--- config.mk ---
export PLATFORM = sky130hd
export DESIGN_NAME = grad_weight_div
export DESIGN_NICKNAME = d
export VERILOG_FILES = /design/src/rtl/grad_weight_div.sv
export SDC_FILE = /design/constraint.sdc
export NUM_CORES = 1
export LEC_CHECK = 0
export ABC_CLOCK_PERIOD_IN_PS = 3900
export CORE_MARGIN = 3
export CORE_UTILIZATION = 55
export DETAILED_ROUTE_END_ITERATION = 10
export PLACE_DENSITY = 0.78
export SYNTH_ARGS = -nofsm -noshare
export SYNTH_HDL_FRONTEND = slang
export SYNTH_SLANG_ARGS = --single-unit
export TNS_END_PERCENT = 10
--- constraint.sdc ---
create_clock -name clk -period 3.9 [get_ports clk]
set_input_delay 0.39 -clock clk [delete_from_list [all_inputs] [get_ports clk]]
set_output_delay 0.39 -clock clk [all_outputs]
set_load 0.05 [all_outputs]
--- src/rtl/grad_weight_div.sv ---
// grad_weight_div
//   Directional blending weights for the CFA G-channel interpolation path.
//   Takes a guarded gradient pair and computes, with a restoring divider that
//   produces one quotient bit per clock:
//      w_h = floor(grad_v * 2^frac / (grad_h + grad_v))   (unsigned Q1.frac)
//      w_v = 2^frac - w_h
//   A zero gradient sum bypasses the divider and yields w_h = w_v = 0.5 with
//   sum_zero raised.
//
// Ports
//   clk, rst_n            clock (rising edge), asynchronous active-low reset
//   in_valid / in_ready   input handshake; in_ready is high only in IDLE
//   grad_h, grad_v        guarded gradients, bitwidth bits unsigned
//   in_tag                sideband carried unchanged to out_tag
//   out_valid / out_ready result handshake; outputs hold while stalled
//   w_h, w_v              weights, frac+1 bits, always sum to 2^frac
//   out_tag               tag captured with the pair
//   sum_zero              captured grad_h + grad_v was zero
module grad_weight_div #(
   parameter int bitwidth = 16,
   parameter int frac     = 8,
   parameter int tagw     = 8
) (
   input  logic                clk,
   input  logic                rst_n,
   input  logic                in_valid,
   output logic                in_ready,
   input  logic [bitwidth-1:0] grad_h,
   input  logic [bitwidth-1:0] grad_v,
   input  logic [tagw-1:0]     in_tag,
   output logic                out_valid,
   input  logic                out_ready,
   output logic [frac:0]       w_h,
   output logic [frac:0]       w_v,
   output logic [tagw-1:0]     out_tag,
   output logic                sum_zero
);

   localparam int cntw = $clog2(frac + 1);

   // 1.0 and 0.5 in Q1.frac
   localparam logic [frac:0] one_w  = {1'b1, {frac{1'b0}}};
   localparam logic [frac:0] half_w = {2'b01, {(frac - 1){1'b0}}};

   typedef enum logic [1:0] {
      IDLE = 2'd0,
      CALC = 2'd1,
      DONE = 2'd2
   } state_t;

   state_t                state_r;
   logic [bitwidth:0]     sum_r;      // grad_h + grad_v, one spare bit
   logic [bitwidth-1:0]   gv_r;
   logic [tagw-1:0]       tag_r;
   logic [bitwidth+1:0]   rem_r;      // remainder; 2R of a value < sum still fits
   logic [frac:0]         q_r;
   logic [cntw-1:0]       cnt_r;
   logic                  first_r;    // first CALC cycle computes the integer bit

   logic [bitwidth+1:0]   sum_ext_s;
   logic [bitwidth+1:0]   gv_ext_s;
   logic [bitwidth+1:0]   rem_dbl_s;
   logic [bitwidth+1:0]   rem_next_s;
   logic [bitwidth+1:0]   rem_first_s;
   logic                  bit_s;
   logic                  msb_s;
   logic [frac:0]         q_next_s;

   // One restoring-division step, plus the integer-bit step of the first cycle
   always_comb begin
      sum_ext_s   = {1'b0, sum_r};
      gv_ext_s    = {2'b00, gv_r};
      // rem_r < sum_r, so its top bit is always zero and can be shifted out
      rem_dbl_s   = {rem_r[bitwidth:0], 1'b0};
      bit_s       = 1'b0;
      rem_next_s  = rem_dbl_s;
      msb_s       = 1'b0;
      rem_first_s = gv_ext_s;
      if (rem_dbl_s >= sum_ext_s) begin
         bit_s      = 1'b1;
         rem_next_s = rem_dbl_s - sum_ext_s;
      end else begin
         bit_s      = 1'b0;
         rem_next_s = rem_dbl_s;
      end
      if (gv_ext_s >= sum_ext_s) begin
         msb_s       = 1'b1;
         rem_first_s = gv_ext_s - sum_ext_s;
      end else begin
         msb_s       = 1'b0;
         rem_first_s = gv_ext_s;
      end
      q_next_s = {q_r[frac-1:0], bit_s};
   end

   // Control FSM, datapath registers and registered outputs
   always_ff @(posedge clk or negedge rst_n) begin
      if (!rst_n) begin
         state_r   <= IDLE;
         in_ready  <= 1'b1;
         out_valid <= 1'b0;
         w_h       <= '0;
         w_v       <= '0;
         out_tag   <= '0;
         sum_zero  <= 1'b0;
         sum_r     <= '0;
         gv_r      <= '0;
         tag_r     <= '0;
         rem_r     <= '0;
         q_r       <= '0;
         cnt_r     <= '0;
         first_r   <= 1'b0;
      end else begin
         case (state_r)
            IDLE: begin
               if (in_valid && in_ready) begin
                  sum_r    <= {1'b0, grad_h} + {1'b0, grad_v};
                  gv_r     <= grad_v;
                  tag_r    <= in_tag;
                  cnt_r    <= cntw'(frac);
                  first_r  <= 1'b1;
                  in_ready <= 1'b0;
                  state_r  <= CALC;
               end else begin
                  in_ready <= 1'b1;
               end
            end
            CALC: begin
               if (sum_r == {(bitwidth + 1){1'b0}}) begin
                  w_h       <= half_w;
                  w_v       <= half_w;
                  sum_zero  <= 1'b1;
                  out_tag   <= tag_r;
                  out_valid <= 1'b1;
                  state_r   <= DONE;
               end else if (first_r) begin
                  q_r     <= {{frac{1'b0}}, msb_s};
                  rem_r   <= rem_first_s;
                  first_r <= 1'b0;
               end else begin
                  q_r   <= q_next_s;
                  rem_r <= rem_next_s;
                  cnt_r <= cnt_r - cntw'(1);
                  // last fractional bit lands this cycle
                  if (cnt_r == cntw'(1)) begin
                     w_h       <= q_next_s;
                     w_v       <= one_w - q_next_s;
                     sum_zero  <= 1'b0;
                     out_tag   <= tag_r;
                     out_valid <= 1'b1;
                     state_r   <= DONE;
                  end else begin
                     out_valid <= 1'b0;
                  end
               end
            end
            DONE: begin
               if (out_ready) begin
                  out_valid <= 1'b0;
                  in_ready  <= 1'b1;
                  state_r   <= IDLE;
               end else begin
                  out_valid <= 1'b1;
               end
            end
            default: begin
               state_r   <= IDLE;
               in_ready  <= 1'b1;
               out_valid <= 1'b0;
            end
         endcase
      end
   end

endmodule

==> results of run 1 <==
## how the worst min path moves through the flow
| stage | to | slack [ns] | cells past startpoint |
|---|---|---|---|
| after floorplan | cnt_r[0]$_DFFE_PN0P_ | 0.09 | 0 |
| after global placement | tag_r[5]$_DFFE_PN0P_ | 0.45 | 2 |
| after detailed placement | tag_r[6]$_DFFE_PN0P_ | 0.47 | 2 |
| after CTS | rem_r[1]$_DFFE_PN0P_ | 0.21 | 1 |
| after global routing | rem_r[1]$_DFFE_PN0P_ | 0.24 | 1 |
| final | rem_r[1]$_DFFE_PN0P_ | 0.15 | 1 |
## logic make-up after synthesis
logic type               count (synthesis)  share of synthesized area
XOR/XNOR                                38                     0.0487
AO/OA/AOI/OAI                          207                      0.207
multiplexers                            22                     0.0348
adder cells (fa/ha/maj)                 57                      0.108
AND/OR/NAND/NOR                        291                      0.191
flip-flops                             101                      0.370
buffers and inverters                   68                     0.0414
## registers in the layout (all words and copies together) (netlist names), 2 cells and up
signal and cells:
cnt_r 4, gv_r 16, out_tag 8, q_r 8, rem_r 17, state_r 2, sum_r 17, tag_r 8
w_h 9, w_v 8
## layer usage
layer / routed length, um / vias up / track usage
met5: 0 / - / 0
met3: 890 / 41 / 0.0538
met2: 8120 / 170 / 0.418
met1: 7990 / 2877 / 0.346
met4: 483 / 0 / 0.0938
li1: - / 2927 / -
## worst max-delay path: cells and delay by family (launching register included)
family	cells	cell delay, ns
simple gates	2	1.08
compound gates	4	0.80
mux	2	0.53
fa+ha+maj	1	0.37
flops	1	0.35
buf+inv	1	0.07
## layout make-up
cell class,instances,area share
clock buffer,11,0.0292
sequential,101,0.317
tap,168,0.0263
timing repair buffer,84,0.101
inverter,37,0.0174
clock inverter,5,0.00455
multi-input combinational,615,0.505
## synth_stat cells (all sizes together), types with 4 or more instances
cell type / instances
nand4: 4
a22o: 7
nand2: 157
xor2: 21
a211oi: 14
dfrtp: 100
and2: 7
nor3: 20
o21ai: 58
a21boi: 5
and4: 6
inv: 36
or2: 4
o311a: 4
nand2b: 10
ha: 54
o21a: 11
a21oi: 35
o211ai: 6
mux2i: 8
xnor2: 17
nand3: 17
o41ai: 4
nor4: 4
o31ai: 9
a31oi: 11
a21o: 13
mux2: 14
nor2b: 5
nor2: 48
buf: 9
clkbuf: 22
## through the flow
step	instances	util
after global routing	1021	0.662
after detailed placement	1005	0.640
after global placement	1005	0.640
final	1021	0.662
after CTS	1021	0.662
after floorplan	784	-
==> impl_metrics.py, run 1 <==
metrics = {
    "global_route": {
        "track_usage": 0.259,
        "antenna_found_initial": 0,
        "grt_overflow": 0,
        "grt_pass1_wl_um": 29200,
        "grt_pass1_vias": 5918,
        "grt_max_degree": 76,
    },
    "job": {
        "maxCapViolations": 0,
    },
    "drt": {
        "dr.pass1.iters": 7,
        "final_antenna_net_count": 0,
        "drt_iter0_drc": 413,
        "wl_um": 17500,
        "vias": 6015,
        "route.detailed.drc": 0,
        "vias_per_cell": 5.89,
        "wire_per_inst_um": 17.1,
    },
    "synthesis": {
        "syn_inst": 784,
        "synth_ff_type": "dfrtp_1",
        "ys_ff_latch": 101,
        "synth_area_um2": 6840,
        "avgSynthCellArea_um2": 8.72,
        "yosys_warnings": 0,
        "synth_cell_types": 74,
        "ys_seq_area_frac": 0.370,
        "synth_area_leaders": "dfrtp_1 37%, ha_1 9.9%, nand2_1 8.6%",
        "syn-num-nets": 885,
        "synth.top_cell.area_share": 0.366,
        "synth-async-reset-ratio": 1.00,
        "synth-edff-count": 0,
        "synth_area_leader_cell": "dfrtp_1",
    },
    "layout": {
        "layout_commonest_cell": "nand2_1",
        "fill_cells": 1018,
        "nets": 949,
        "seqCellArea_um2": 2530,
        "multi_input_area_um2": 4030,
        "layout_common_cells": "157 x nand2_1, 100 x dfrtp_1, 71 x clkdlybuf4s50_1",
        "syn2layout_area_growth_pct": 16.8,
        "fin_area_um2": 7980,
        "layout-drive-gt1-share": 0.0727,
        "antenna_cells": 0,
    },
    "sta": {
        "tightest_slew_ns": 1.13,
        "fin_skew_ns": 0.00804,
        "setup_slack_ns": 0.591,
        "hold_violations": 0,
        "fin_crit_ns": 3.31,
        "max_freq_ghz": 0.302,
        "setup_tns_ns": 0,
        "drv_slew": 0,
        "setup_viol": 0,
        "hold_slack_ns": 0.147,
        "period_share": 0.849,
        "rsz0062_at_grt": "no",
        "slew_headroom": 0.249,
    },
    "floorplanning": {
        "rows": 40,
        "fp.dieArea_um2": 13800,
        "die_x_um": 117,
        "io_pins": 73,
        "core_area_um2": 12100,
        "start_util": 0.567,
        "die_y_um": 117,
    },
    "clocking": {
        "post_cts_resized": 0,
        "cts_setup_buffers": 0,
        "clockBufferDepth": 2,
        "numCtsBuffers": 9,
        "clock_sinks": 101,
        "cts_root_buf": "clkbuf_16",
        "cts_tree": "yes",
        "clk_latency_ns": 0.35,
        "cts.htree.levels": 3,
        "clkTransAtPathRegs_ns": 0.07,
        "ctsHoldBuffers": 0,
    },
    "worst_setup_path": {
        "cp-startpoint": "sum_r[4]$_DFFE_PN0P_",
        "required_ns": 4.16,
        "r2r-end": "rem_r[15]$_DFFE_PN0P_",
        "crit_arrival_ns": 3.57,
        "critPathMaxStageDelay_ns": 0.83,
        "r2r-start": "sum_r[4]$_DFFE_PN0P_",
        "crit_end": "rem_r[15]$_DFFE_PN0P_",
        "criticalPathCategory": "reg2reg",
        "r2r_slack_ns": 0.59,
        "worst_setup_path_end_kind": "flip-flop",
        "cp_max_fo": 28,
        "slowest_stage": "and2_1",
        "path_cells": "inv_1 > ha_1 > a21o_1 > nor3_1 > a21oi_1 > o21ai_0 > and2_1 > mux2i_1 > mux2_2 > o31ai_1",
        "cp-start-kind": "flip-flop",
        "r2r_cells": 10,
    },
    "worst_hold_path": {
        "min_path_type": "in2async",
    },
    "placement": {
        "portBuffers": 72,
        "placement.cell_area_um2": 7710,
        "dp_hpwl_um": 13300,
        "dpl_worst_slack_ns": 0.640,
        "gp_congestion": 0.929,
    },
    "run_status": {
        "status": "finished, final reports clean",
    },
}
Power of run 1 is not shown: default switching activity piles up to over one toggle a cycle in this logic, so the estimate is an artifact.
==> run 2: changes to the inputs <==
ABC_CLOCK_PERIOD_IN_PS = 3400   (was 3900)
clock period = 3.4 ns   (was 3.9 ns; I/O delays follow)
==> impl_metrics.py, run 2 (synthesis gave the netlist of run 1 again) <==
metrics = {
    "floorplanning": {
        "die_y_um": 117,
        "die_x_um": 117,
        "core_area_um2": 12100,
        "start_util": 0.567,
        "io_pins": 73,
        "rows": 40,
        "fp.dieArea_um2": 13800,
    },
    "sta": {
        "fin_skew_ns": 0.00875,
        "slew_headroom": 0.397,
        "setup_slack_ns": 0.281,
        "setup_viol": 0,
        "tightest_slew_ns": 0.905,
        "hold_violations": 0,
        "fin_crit_ns": 3.12,
        "max_freq_ghz": 0.321,
        "period_share": 0.917,
        "setup_tns_ns": 0,
        "drv_slew": 0,
        "rsz0062_at_grt": "no",
    },
    "worst_setup_path": {
        "worst_setup_path_end_kind": "flip-flop",
        "slowest_stage": "or2_1",
        "critPathMaxStageDelay_ns": 0.56,
        "crit_end": "rem_r[15]$_DFFE_PN0P_",
        "cpLargestDelayFamily": "simple AND/OR/NAND/NOR gates",
        "cp-startpoint": "sum_r[16]$_DFFE_PN0P_",
        "cp-start-kind": "flip-flop",
        "crit_arrival_ns": 3.37,
        "required_ns": 3.65,
        "criticalPathCategory": "reg2reg",
        "path_cells": "inv_1 > ha_1 > nand4b_1 > nor2_1 > nand4_1 > nand3_1 > or2_1 > mux2i_1 > mux2_2 > o31ai_1",
        "cp_max_fo": 16,
        "r2r_cells": 10,
        "cp.depth": 10,
        "r2r_slack_ns": 0.28,
        "r2r-end": "rem_r[15]$_DFFE_PN0P_",
        "cp.buffers_inverters": 1,
        "r2r-start": "sum_r[16]$_DFFE_PN0P_",
    },
    "clocking": {
        "cts_tree": "yes",
        "cts_setup_buffers": 0,
        "clk_latency_ns": 0.35,
        "clkTransAtPathRegs_ns": 0.07,
        "clockBufferDepth": 2,
        "clock_sinks": 101,
        "cts_root_buf": "clkbuf_16",
        "post_cts_resized": 0,
        "numCtsBuffers": 9,
        "ctsHoldBuffers": 0,
        "cts.htree.levels": 3,
    },
    "layout": {
        "layout-drive-gt1-share": 0.0804,
        "syn2layout_area_growth_pct": 18.1,
        "reg_top3": "rem_r (17), sum_r (17), gv_r (16)",
        "nets": 954,
        "fill_cells": 949,
        "antenna_cells": 0,
        "layout_common_cells": "157 x nand2_1, 100 x dfrtp_1, 71 x clkdlybuf4s50_1",
        "layout_commonest_cell": "nand2_1",
    },
    "drt": {
        "drt_iter0_drc": 608,
        "final_antenna_net_count": 0,
        "wire_per_inst_um": 16.7,
        "wl_um": 17100,
        "dr.pass1.iters": 5,
        "vias": 6069,
        "route.detailed.drc": 0,
        "vias_per_cell": 5.92,
    },
    "placement": {
        "dp_hpwl_um": 12900,
        "dpl_worst_slack_ns": 0.249,
        "portBuffers": 72,
        "gp_congestion": 1.00,
    },
    "global_route": {
        "grt_max_degree": 61,
        "grt_pass1_wl_um": 28500,
        "grt_overflow": 0,
        "track_usage": 0.248,
        "grt_pass1_vias": 5903,
        "antenna_found_initial": 0,
    },
    "worst_hold_path": {
        "min_path_type": "in2async",
    },
    "run_status": {
        "status": "finished, final reports clean",
    },
    "job": {
        "maxCapViolations": 0,
    },
}
## run 2: changes by cell type in the layout (fill, tap and decap cells not counted)
cell        before  now
and2_1           7    6
and2_2           0    1
buf_4           13   18
bufinv_16        0    2
clkbuf_1         2    1
clkinvlp_4       3    0
inv_6            1    2
inv_8            0    1
## run 2: cell type report
class                           count  area, um^2  share of cell area
Inverter                           37         139              0.0172
Multi-Input combinational cell    615        4030               0.499
Sequential cell                   101        2530               0.313
Tap cell                          168         210              0.0260
Clock inverter                      6        93.8              0.0116
Clock buffer                       10         229              0.0284
Timing Repair Buffer               89         846               0.105
## run 2: per-stage QoR
stage / hold slack, ns / area [um^2] / cells / utilization
floorplan: 0.0444 / 6840 / 784 / -
detailed placement: 0.469 / 7750 / 1010 / 0.643
global route: 0.105 / 8080 / 1026 / 0.670
CTS: 0.0825 / 8070 / 1026 / 0.669
global placement: 0.455 / 7750 / 1010 / 0.643
finish: 0.0494 / 8080 / 1026 / 0.670
## run 2: worst min-delay path by stage
| stage | depth (start not counted) | slack, ns | start | to |
|---|---|---|---|---|
| floorplan | 0 | 0.04 | rst_n | cnt_r[0]$_DFFE_PN0P_ |
| global placement | 2 | 0.45 | tag_r[7]$_DFFE_PN0P_ | tag_r[7]$_DFFE_PN0P_ |
| detailed placement | 1 | 0.47 | rst_n | state_r[1]$_DFFE_PN0P_ |
| CTS | 1 | 0.08 | rst_n | rem_r[1]$_DFFE_PN0P_ |
| global route | 1 | 0.11 | rst_n | rem_r[1]$_DFFE_PN0P_ |
| finish | 1 | 0.05 | rst_n | rem_r[1]$_DFFE_PN0P_ |
## run 2: routing by layer
metal  routed length [um]  vias up  part of all wire  global-route usage
li1                     -     2929                 -                   -
met1                 7550     2886              0.44               0.327
met2                 8230      224              0.48               0.413
met3                 1070       30             0.062              0.0562
met4                  281        0             0.016              0.0703
met5                    0        -                 0                   0
Power of run 2 is left out for the same reason.
==> run 3: changes to the inputs <==
ABC_CLOCK_PERIOD_IN_PS = 3700   (was 3400)
CTS_CLUSTER_SIZE = 40   (was not set)
clock period = 3.7 ns   (was 3.4 ns; I/O delays follow)
==> impl_metrics.py, run 3 (synthesis gave the netlist of run 1 again) <==
metrics = {
    "layout": {
        "fill_cells": 1021,
        "nets": 948,
        "layout_common_cells": "157 x nand2_1, 100 x dfrtp_1, 71 x clkdlybuf4s50_1",
        "syn2layout_area_growth_pct": 16.9,
        "reg_top3": "rem_r (17), sum_r (17), gv_r (16)",
        "layout_commonest_cell": "nand2_1",
        "final_util": 0.662,
        "antenna_cells": 0,
        "layout-drive-gt1-share": 0.0739,
    },
    "placement": {
        "portBuffers": 72,
        "gp_congestion": 0.940,
        "dp_hpwl_um": 13000,
        "dpl_worst_slack_ns": 0.471,
    },
    "floorplanning": {
        "core_area_um2": 12100,
        "rows": 40,
        "die_x_um": 117,
        "die_y_um": 117,
        "io_pins": 73,
        "fp.dieArea_um2": 13800,
        "start_util": 0.567,
    },
    "sta": {
        "rsz0062_at_grt": "no",
        "setup_viol": 0,
        "fin_crit_ns": 3.25,
        "drv_slew": 0,
        "period_share": 0.878,
        "setup_tns_ns": 0,
        "setup_slack_ns": 0.453,
        "slew_headroom": 0.233,
        "hold_violations": 0,
        "max_freq_ghz": 0.308,
        "fin_skew_ns": 0.00619,
        "tightest_slew_ns": 1.15,
        "hold_slack_ns": 0.198,
    },
    "worst_setup_path": {
        "crit_arrival_ns": 3.51,
        "worst_setup_path_end_kind": "flip-flop",
        "cp_max_fo": 28,
        "criticalPathCategory": "reg2reg",
        "cp-start-kind": "flip-flop",
        "required_ns": 3.96,
    },
    "global_route": {
        "antenna_found_initial": 0,
        "grt_pass1_wl_um": 29200,
        "track_usage": 0.258,
        "grt_max_degree": 89,
        "grt_pass1_vias": 5890,
        "grt_overflow": 0,
    },
    "clocking": {
        "clockBufferDepth": 2,
        "post_cts_resized": 0,
        "cts_setup_buffers": 0,
        "clock_sinks": 101,
        "clkTransAtPathRegs_ns": 0.07,
        "ctsHoldBuffers": 0,
        "cts_tree": "yes",
        "cts_root_buf": "clkbuf_16",
        "cts.htree.levels": 3,
        "clk_latency_ns": 0.35,
        "numCtsBuffers": 9,
    },
    "run_status": {
        "status": "finished, final reports clean",
    },
    "job": {
        "maxCapViolations": 0,
    },
    "drt": {
        "wire_per_inst_um": 17.0,
        "route.detailed.drc": 0,
        "vias": 5934,
        "dr.pass1.iters": 5,
        "wl_um": 17300,
        "final_antenna_net_count": 0,
        "drt_iter0_drc": 414,
        "vias_per_cell": 5.82,
    },
    "worst_hold_path": {
        "min_path_type": "in2async",
    },
}
==> run 3: changes by cell type in the layout (fill, tap and decap cells not counted) <==
cell / change
clkinv_4: +2
buf_4: -6
and2_2: -1
clkinv_2: +1
bufinv_16: -2
clkbuf_1: -1
and2_1: +1
==> run 3: worst paths after layout <==
kind / start / end / slack [ns] / cells after the start
min in group clk: tag_r[4]$_DFFE_PN0P_ / tag_r[4]$_DFFE_PN0P_ / 0.47 / 2
worst min-delay path: rst_n / rem_r[1]$_DFFE_PN0P_ / 0.20 / 1
max in group asynchronous: rst_n / w_h[2]$_DFFE_PN0P_ / 2.61 / 2
worst min register to register: tag_r[4]$_DFFE_PN0P_ / tag_r[4]$_DFFE_PN0P_ / 0.47 / 2
worst max register to register: sum_r[4]$_DFFE_PN0P_ / rem_r[15]$_DFFE_PN0P_ / 0.45 / 10
worst max-delay path: sum_r[4]$_DFFE_PN0P_ / rem_r[15]$_DFFE_PN0P_ / 0.45 / 10
==> run 3: worst max-delay path, cell delays in order, from the launching register on <==
cell and delay [ns]:
dfrtp_1 0.34, inv_1 0.08, ha_1 0.38, a21o_1 0.21, nor3_1 0.25, a21oi_1 0.14
o21ai_0 0.24, and2_1 0.82, mux2i_1 0.17, mux2_2 0.30, o31ai_1 0.22
==> run 3: per-stage QoR <==
step / cell area, um^2 / std cells
floorplan: 6840 / 784
global placement: 7710 / 1004
detailed placement: 7710 / 1004
CTS: 7990 / 1020
global route: 7990 / 1020
finish: 7990 / 1020
==> run 3: area by class of cell <==
cell class                      instances  area [um^2]  share of cell area
Multi-Input combinational cell        615         4030               0.504
Sequential cell                       101         2530               0.317
Timing Repair Buffer                   83          801               0.100
Clock buffer                            9          225              0.0282
Tap cell                              168          210              0.0263
Inverter                               37          139              0.0174
Clock inverter                          7         56.3             0.00705
==> run 3: routing by layer <==
layer,GRT usage,vias up,part of all wire
met5,0,-,0
met4,0.0938,0,0.023
met3,0.0341,30,0.047
met2,0.414,171,0.47
met1,0.359,2818,0.46
li1,-,2915,-
Power of run 3 is left out for the same reason.
